<file path="config.mk">
export PLATFORM = sky130hd
export DESIGN_NAME = keypad_event_fifo
export DESIGN_NICKNAME = d
export VERILOG_FILES = /design/src/rtl/keypad_event_fifo.sv
export SDC_FILE = /design/constraint.sdc
export NUM_CORES = 1
export LEC_CHECK = 0
export BUFFER_PORTS_ARGS = -buffer_cell sky130_fd_sc_hd__buf_4
export CAP_MARGIN = 30
export CELL_PAD_IN_SITES_DETAIL_PLACEMENT = 0
export CELL_PAD_IN_SITES_GLOBAL_PLACEMENT = 1
export CORE_UTILIZATION = 50
export CTS_BUF_LIST = sky130_fd_sc_hd__clkbuf_4
export CTS_CLUSTER_DIAMETER = 60
export DETAILED_ROUTE_END_ITERATION = 7
export GPL_ROUTABILITY_DRIVEN = 0
export PLACE_DENSITY = 0.83
export SYNTH_ARGS = -nofsm -noshare
export SYNTH_HDL_FRONTEND = slang
export SYNTH_SLANG_ARGS = --single-unit
</file>
<file path="constraint.sdc">
create_clock -name clk -period 5.5 [get_ports clk]
set_input_delay 1.1 -clock clk [delete_from_list [all_inputs] [get_ports clk]]
set_output_delay 1.1 -clock clk [all_outputs]
set_load 0.1 [all_outputs]
</file>
<file path="src/rtl/keypad_event_fifo.sv">
// keypad_event_fifo: turns the debounced keypad bitmap into a stream of press/release events.
// Edges are collected in pending masks, arbitrated lowest-index-first (presses before releases)
// and written one per cycle into a first-word-fall-through FIFO. Events that find the FIFO full
// are dropped and flagged in a sticky overflow bit.
module keypad_event_fifo #(
    parameter int unsigned DEPTH  = 8,
    parameter bit          REL_EN = 1'b1
) (
    input  logic                     clk,
    input  logic                     rstn,
    input  logic [15:0]              key_pulse,
    output logic                     ev_valid,
    input  logic                     ev_ready,
    output logic [3:0]               ev_code,
    output logic                     ev_rel,
    output logic [$clog2(DEPTH):0]   count,
    output logic                     ovf,
    input  logic                     ovf_clr,
    output logic                     irq
);

    localparam int unsigned PW = $clog2(DEPTH);
    localparam int unsigned CW = PW + 1;

    logic [15:0]   key_q;
    logic [15:0]   press_pend;
    logic [15:0]   rel_pend;
    logic [4:0]    mem [DEPTH];
    logic [PW-1:0] wptr;
    logic [PW-1:0] rptr;
    logic [CW-1:0] count_q;
    logic          ovf_q;

    logic [15:0]   rise;
    logic [15:0]   fall;
    logic [3:0]    sel_idx;
    logic          sel_rel;
    logic          sel_valid;
    logic [15:0]   served_press;
    logic [15:0]   served_rel;
    logic          do_pop;
    logic          full;
    logic          do_push;
    logic          do_drop;

    // Edge detection against the registered key state; releases masked when disabled.
    always_comb begin
        rise = key_pulse & ~key_q;
        fall = REL_EN ? (~key_pulse & key_q) : 16'h0000;
    end

    // Arbiter: lowest pending press wins, otherwise lowest pending release.
    always_comb begin
        sel_idx      = 4'd0;
        sel_rel      = 1'b0;
        sel_valid    = 1'b0;
        served_press = 16'h0000;
        served_rel   = 16'h0000;
        if (press_pend != 16'h0000) begin
            sel_valid = 1'b1;
            for (int i = 15; i >= 0; i--) begin
                if (press_pend[i]) sel_idx = 4'(i);
            end
            served_press = 16'h0001 << sel_idx;
        end else if (rel_pend != 16'h0000) begin
            sel_valid = 1'b1;
            sel_rel   = 1'b1;
            for (int i = 15; i >= 0; i--) begin
                if (rel_pend[i]) sel_idx = 4'(i);
            end
            served_rel = 16'h0001 << sel_idx;
        end
    end

    // FIFO handshake: a full FIFO still accepts a push when it is popped in the same cycle.
    always_comb begin
        do_pop  = ev_valid & ev_ready;
        full    = (count_q == CW'(DEPTH));
        do_push = sel_valid & (~full | do_pop);
        do_drop = sel_valid & full & ~do_pop;
    end

    // State update: key history, pending masks, FIFO storage/pointers, count and overflow flag.
    always_ff @(posedge clk or negedge rstn) begin
        if (!rstn) begin
            key_q      <= 16'h0000;
            press_pend <= 16'h0000;
            rel_pend   <= 16'h0000;
            wptr       <= '0;
            rptr       <= '0;
            count_q    <= '0;
            ovf_q      <= 1'b0;
            for (int i = 0; i < int'(DEPTH); i++) mem[i] <= 5'd0;
        end else begin
            key_q <= key_pulse;
            // A new edge on the bit being serviced re-arms it rather than being lost.
            press_pend <= (press_pend & ~served_press) | rise;
            rel_pend   <= (rel_pend & ~served_rel) | fall;
            if (do_push) begin
                mem[wptr] <= {sel_rel, sel_idx};
                wptr      <= wptr + 1'b1;
            end
            if (do_pop) rptr <= rptr + 1'b1;
            if (do_push && !do_pop) count_q <= count_q + 1'b1;
            else if (!do_push && do_pop) count_q <= count_q - 1'b1;
            // Set has priority over a coincident clear.
            if (do_drop) ovf_q <= 1'b1;
            else if (ovf_clr) ovf_q <= 1'b0;
        end
    end

    // Outputs decoded from registered state only; head fields read as zero when empty.
    always_comb begin
        ev_valid = (count_q != '0);
        ev_code  = ev_valid ? mem[rptr][3:0] : 4'd0;
        ev_rel   = ev_valid ? mem[rptr][4] : 1'b0;
        count    = count_q;
        ovf      = ovf_q;
        irq      = ev_valid | ovf_q;
    end

endmodule

</file>
==> results of run 1 <==
-- sequential cells by signal (all words and copies together) (netlist names) --
name / cells
mem: 40
key_q: 16
press_pend: 16
rel_pend: 16
count: 4
rptr: 3
wptr: 3
ovf: 1
-- layer usage --
metal  part of all wire [%]  track usage (%)  routed length, um
met1                     50             34.3               5310
met2                     44             34.3               4740
met3                    4.5             5.13                479
met4                    1.3             6.58                134
met5                      0                0                  0
-- path summary, 6_finish.rpt --
path,start,endpoint,slack [ns],cells after the start
worst min register to register,key_q[0]$_DFF_PN0_,press_pend[0]$_DFF_PN0_,0.44,1
worst max-delay path,rptr[0]$_DFFE_PN0P_,ev_code[1],2.06,4
max in group asynchronous,rstn,mem[32]$_DFFE_PN0P_,3.72,2
worst min-delay path,key_q[0]$_DFF_PN0_,press_pend[0]$_DFF_PN0_,0.44,1
min in group asynchronous,rstn,key_q[9]$_DFF_PN0_,0.61,1
worst max register to register,rel_pend[7]$_DFF_PN0_,count[3]$_DFFE_PN0P_,2.11,11
-- power by group through the flow --
stage          combinational [mW]  clock [mW]  sequential (mW)
2_1_floorplan               0.770           0             1.09
3_3_place_gp                 1.05           0             1.04
3_5_place_dp                 1.07           0             1.05
4_1_cts                      1.07       0.490             1.04
5_1_grt                      1.14       0.519             1.06
6_report                     1.06       0.477             1.04
-- layout make-up --
type / instances / area (sq um)
fillers: 796 / 3880
flip-flops and latches: 99 / 2480
multi-input cells: 270 / 2230
repair buffers: 36 / 264
well taps: 129 / 161
inverters: 31 / 116
clock inverters: 6 / 114
clock buffers: 10 / 75.1
-- logic make-up after synthesis --
family / Yosys count
xor gates and xnor gates: 8
muxes: 50
buffers and inverters: 38
adders and majority gates: 6
and+or+nand+nor: 107
AOI/OAI and AO/OA: 99
DFF: 99
-- worst max-delay path: cells and delay by family, from the launching register on --
family	cells	cell delay, ns
and+or+nand+nor	1	0.06
buffers and inverters	1	0.23
muxes	2	0.74
DFF	1	0.86
-- synthesized netlist by cell type, types with 4 or more instances --
library cell   n
a21oi_1       31
a22o_1         8
a31oi_1        5
clkbuf_1       5
dfrtp_1       99
ha_1           5
inv_1         31
mux2_2        34
mux2i_1        5
mux4_2        10
nand2_1       15
nand2b_1       4
nand4_1        4
nor2_1        35
nor2b_1       15
nor3_1         5
nor4_2         4
o2111ai_4      6
o21ai_0       10
o22ai_1        7
o2bb2ai_1      4
o31ai_1        4
or4_1          5
xnor2_1        7
==> out/qor.txt, run 1 <==
drt pass-1 iters: 4
gr usage total: 23.2%
Clock Latency Late Sink: 0.45 ns
Max VDD drop: 400 uV
die height: 101 um
worst path cell trace: mux4_2 > mux2i_1 > nor2_1 > buf_4
detailed placer's ending HPWL: 7670 um
yosys warns: 0
Compound-Gate Fraction of Synth Area: 16.5%
post-synthesis sequential area ratio: 51.0%
pwr dens: 473 nW/um^2
max incr delay on CP: 0.86 ns
Initial Utilization: 52.1%
Leakage: 2.41 nW
Synth top area share: 51.0%
root buf cell: clkbuf_4
standard-cell rows: 35
initial detailed-routing violation count: 253
final wirelength: 10700 um
CP required: 4.40 ns
number of primary I/O pins: 32
Slew Limit Fails: 0
Final Cycle Share: 62.5%
first-pass GRT wire length: 17800 um
count of final hold-check violations: 0
cts repair resizes: 0
Post-Synth XOR/XNOR Area: 1.44%
Tightest Pin Transition: 0.902 ns
Min Hold Slack: 0.440 ns
commonest non-fill, non-tap cell in the layout: dfrtp_1
Critical Path Start Type: flop
die area: 10100 sq um
cts bufs inserted: 9
largest net degree at the start of global routing: 58
Max-Cap Viols: 0
Final ANT Viol Nets: 0
clock transition at the registers of the reported paths: 0.16 ns
TritonCTS clock tree: done
largest family of logic cells by synthesized area: compound AO/OA/AOI/OAI gates
HP Class: reg -> reg
drt via density: 5.84
Post-route DRC: 0
initial antenna violation count: 0
commonest cells after routing, fill and taps aside: dfrtp_1, nor2_1, mux2_2, buf_4
leading register cell type out of synthesis: dfrtp_1
IO Port Bufs: 31
final core area utilization: 58.4%
clk_skew: 0.0321 ns
clock share of power: 18.5%
Seq cells post-synth: 99
worst path arrival time: 2.34 ns
Net Sw Frac: 41.2%
GRT overflow: 0
RSZ-0062 raised after global routing: no
outcome: finished clean
Sequential Power Share: 40.2%
clk sinks: 99
total power: 2.57 mW
crit end category: primary output
Nets: 473
Area contributors post-synth: dfrtp_1, mux2_2, mux4_2
Avg Cell Area, Syn: 11.9 sq um
Placed Cells: 564
post-route insts no fill: 581
H-tree depth: 3
dpl ws: 2.08 ns
P_sw: 1.06 mW
Setup WS post-layout: 2.06 ns
DR WL/cell: 18.4 um
Mapped Nets: 433
Post-Syn Area: 4860 sq um
Synth area leader: dfrtp_1
CP max-delay cell: dfrtp_1
Max transition margin: 39.4%
Design Area, Final: 5440 sq um
Netlist cell types: 55
Post-synth EDFFs: 0
combinational cell fraction of total power: 41.3%
fraction of synthesized area in multiplexers: 13.8%
worst-path fanout max: 12
total number of vias: 3395
antenna fix cells: 0
cell-internal power: 1.51 mW
Post-CTS Setup Bufs: 0
fin crit period: 3.44 ns
fmax: 291 MHz
Die W: 101 um
dpl cell area: 5250 sq um
Synth-to-Final Area Change: 11.9%
worst setup path class: reg -> out
share of cells above drive strength 1: 25.7%
core area: 9330 sq um
Clock Path Buffers: 2
TNS Setup: 0 ns
Async SR Flop Fraction: 100%
Final setup viols: 0
Syn Inst Count: 407
vias in the first global route: 3486
simple-gate share of the synthesized area: 12.5%
adder-cell share of the synthesized area: 1.70%
Hold Buf Count CTS: 0
No activity file was read; power rests on OpenSTA's default activity.
==> inputs of run 2 (changes only) <==
Clock period 5.5 ns to 3.6 ns, I/O delays scaled along.
==> out/qor.txt, run 2 (synthesis results as in run 1) <==
Final ANT Viol Nets: 0 (unchanged)
Leakage: 2.40 nW (-0.38%)
GRT overflow: 0 (unchanged)
Max VDD drop: 782 uV (+95%)
CP required: 3.93 ns (-0.47 ns)
clk_skew: 0.0150 ns (-0.0170 ns)
largest net degree at the start of global routing: 39 (-33%)
dpl ws: 0.338 ns (-1.74 ns)
cts bufs inserted: 9 (unchanged)
Hold Buf Count CTS: 0 (unchanged)
core area: 9330 sq um (unchanged)
Setup WS post-layout: 0.303 ns (-1.76 ns)
worst reg2reg setup slack: 0.30 ns (-1.81 ns)
final wirelength: 11100 um (+3.7%)
Clock Path Buffers: 2 (unchanged)
Synth-to-Final Area Change: 11.3%
outcome: finished clean
Slew Limit Fails: 0 (unchanged)
DR WL/cell: 18.9 um (+3.0%)
# fillers: 789 (-0.88%)
root buf cell: clkbuf_4
total power: 3.77 mW (+46%)
share of cells above drive strength 1: 26.5% (+0.87 points)
worst path cell trace: or4_4 > or4_4 > o21a_1 > ha_1 > inv_1 > ha_1 > a21o_1 > a21oi_1 > xnor2_1 > nor2_1 > xor2_1
Worst Setup SP: rel_pend[7]$_DFF_PN0_
count of final hold-check violations: 0 (unchanged)
initial antenna violation count: 0 (unchanged)
Final setup viols: 0 (unchanged)
Design Area, Final: 5410 sq um (-0.53%)
CP max-delay cell: or4_4
Initial Utilization: 52.1% (unchanged)
commonest non-fill, non-tap cell in the layout: dfrtp_1
drt via density: 6.01 (+2.9%)
worst-path fanout max: 5 (-7)
Crit Reg-Reg Endpoint: count[3]$_DFFE_PN0P_
fmax: 303 MHz
dpl cell area: 5290 sq um (+0.83%)
CP top delay family: simple AND/OR/NAND/NOR gates
standard-cell rows: 35 (unchanged)
initial detailed-routing violation count: 171 (-32%)
crit end category: flop
Reg2Reg Depth: 11 (unchanged)
Clock Latency Late Sink: 0.45 ns (about the same)
Tightest Pin Transition: 1.01 ns (+0.110 ns)
crit path buf inv count: 1 (unchanged)
number of primary I/O pins: 32 (unchanged)
post-route insts no fill: 585 (+0.69%)
RSZ-0062 raised after global routing: no
clk sinks: 99 (unchanged)
reg-to-reg critical path startpoint: rel_pend[7]$_DFF_PN0_
HP Class: in -> async
worst setup path class: reg -> reg
Largest Register: mem
Post-route DRC: 0 (unchanged)
commonest cells after routing, fill and taps aside: dfrtp_1, buf_4, nor2_1
Nets: 477 (+0.85%)
detailed placer's ending HPWL: 8100 um (+5.6%)
gr usage total: 23.9% (+0.72 points)
die area: 10100 sq um (unchanged)
Final Cycle Share: 91.6%
TNS Setup: 0 ns (unchanged)
H-tree depth: 3 (unchanged)
vias in the first global route: 3444 (-1.2%)
first-pass GRT wire length: 18200 um (+2.1%)
pwr dens: 696 nW/um^2 (+47%)
fin crit period: 3.30 ns
die height: 101 um (unchanged)
antenna fix cells: 0 (unchanged)
TritonCTS clock tree: done
clock transition at the registers of the reported paths: 0.16 ns (about the same)
Min Hold Slack: 0.220 ns (-0.221 ns)
total number of vias: 3516 (+3.6%)
Max-Cap Viols: 0 (unchanged)
final core area utilization: 58.0% (-0.31 points)
Placed Cells: 569 (+0.89%)
area of the multi-input gates: 2240 sq um (+0.28%)
cts repair resizes: 0 (unchanged)
Die W: 101 um (unchanged)
Seq. cell area: 2480 sq um (unchanged)
Critical Path Start Type: flop
Max transition margin: 32.0% (-7.4 points)
IO Port Bufs: 31 (unchanged)
drt pass-1 iters: 5 (+1)
max incr delay on CP: 0.59 ns (-0.27 ns)
Largest register FFs: 40 (unchanged)
Post-CTS Setup Bufs: 0 (unchanged)
worst path arrival time: 3.63 ns (+1.29 ns)
## run 2: cell types whose count changed in the layout (fill, tap and decap cells not counted)
cell,before,now
bufinv_16,3,0
clkbuf_4,10,9
clkbuf_1,1,0
clkinv_2,0,1
clkinv_1,0,1
inv_6,0,1
nor4_2,4,5
buf_4,34,39
nor4_1,2,1
inv_8,0,1
## run 2: layout make-up
class	instances	area share, %
clock inverters	7	0.971
clock buffers	9	1.25
well taps	129	2.98
multi-input cells	270	41.4
repair buffers	40	5.50
inverters	31	2.15
flip-flops and latches	99	45.8
## run 2: routing by layer
layer  share of wire (%)  up-vias  GRT usage, %
li1                    -     1605             -
met1                  48     1787          34.9
met2                  47      113          37.5
met3                 4.4       11          3.40
met4                 1.1        0          6.35
met5                   0        -             0
## run 2: worst max-delay path by stage
stage / end / slack, ns / cells after the start
4_1_cts: count[3]$_DFFE_PN0P_ / 0.31 / 11
3_3_place_gp: count[3]$_DFFE_PN0P_ / 0.46 / 11
3_5_place_dp: count[3]$_DFFE_PN0P_ / 0.34 / 11
2_1_floorplan: count[3]$_DFFE_PN0P_ / 0.02 / 11
5_1_grt: count[3]$_DFFE_PN0P_ / 0.17 / 11
6_report: count[3]$_DFFE_PN0P_ / 0.30 / 11
## run 2: power breakdown
part,leakage [nW],internal (mW),switching (mW)
Combinational,1.20,0.636,1.01
Clock,0.0619,0.147,0.388
Sequential,1.13,1.32,0.263
## run 2: worst register-to-register path, delay by kind of cell (launching register included)
kind,cells,cell delay [ns]
and+or+nand+nor,3,1.21
AOI/OAI and AO/OA,3,0.63
adders and majority gates,2,0.49
DFF,1,0.45
xor gates and xnor gates,2,0.28
buffers and inverters,1,0.13
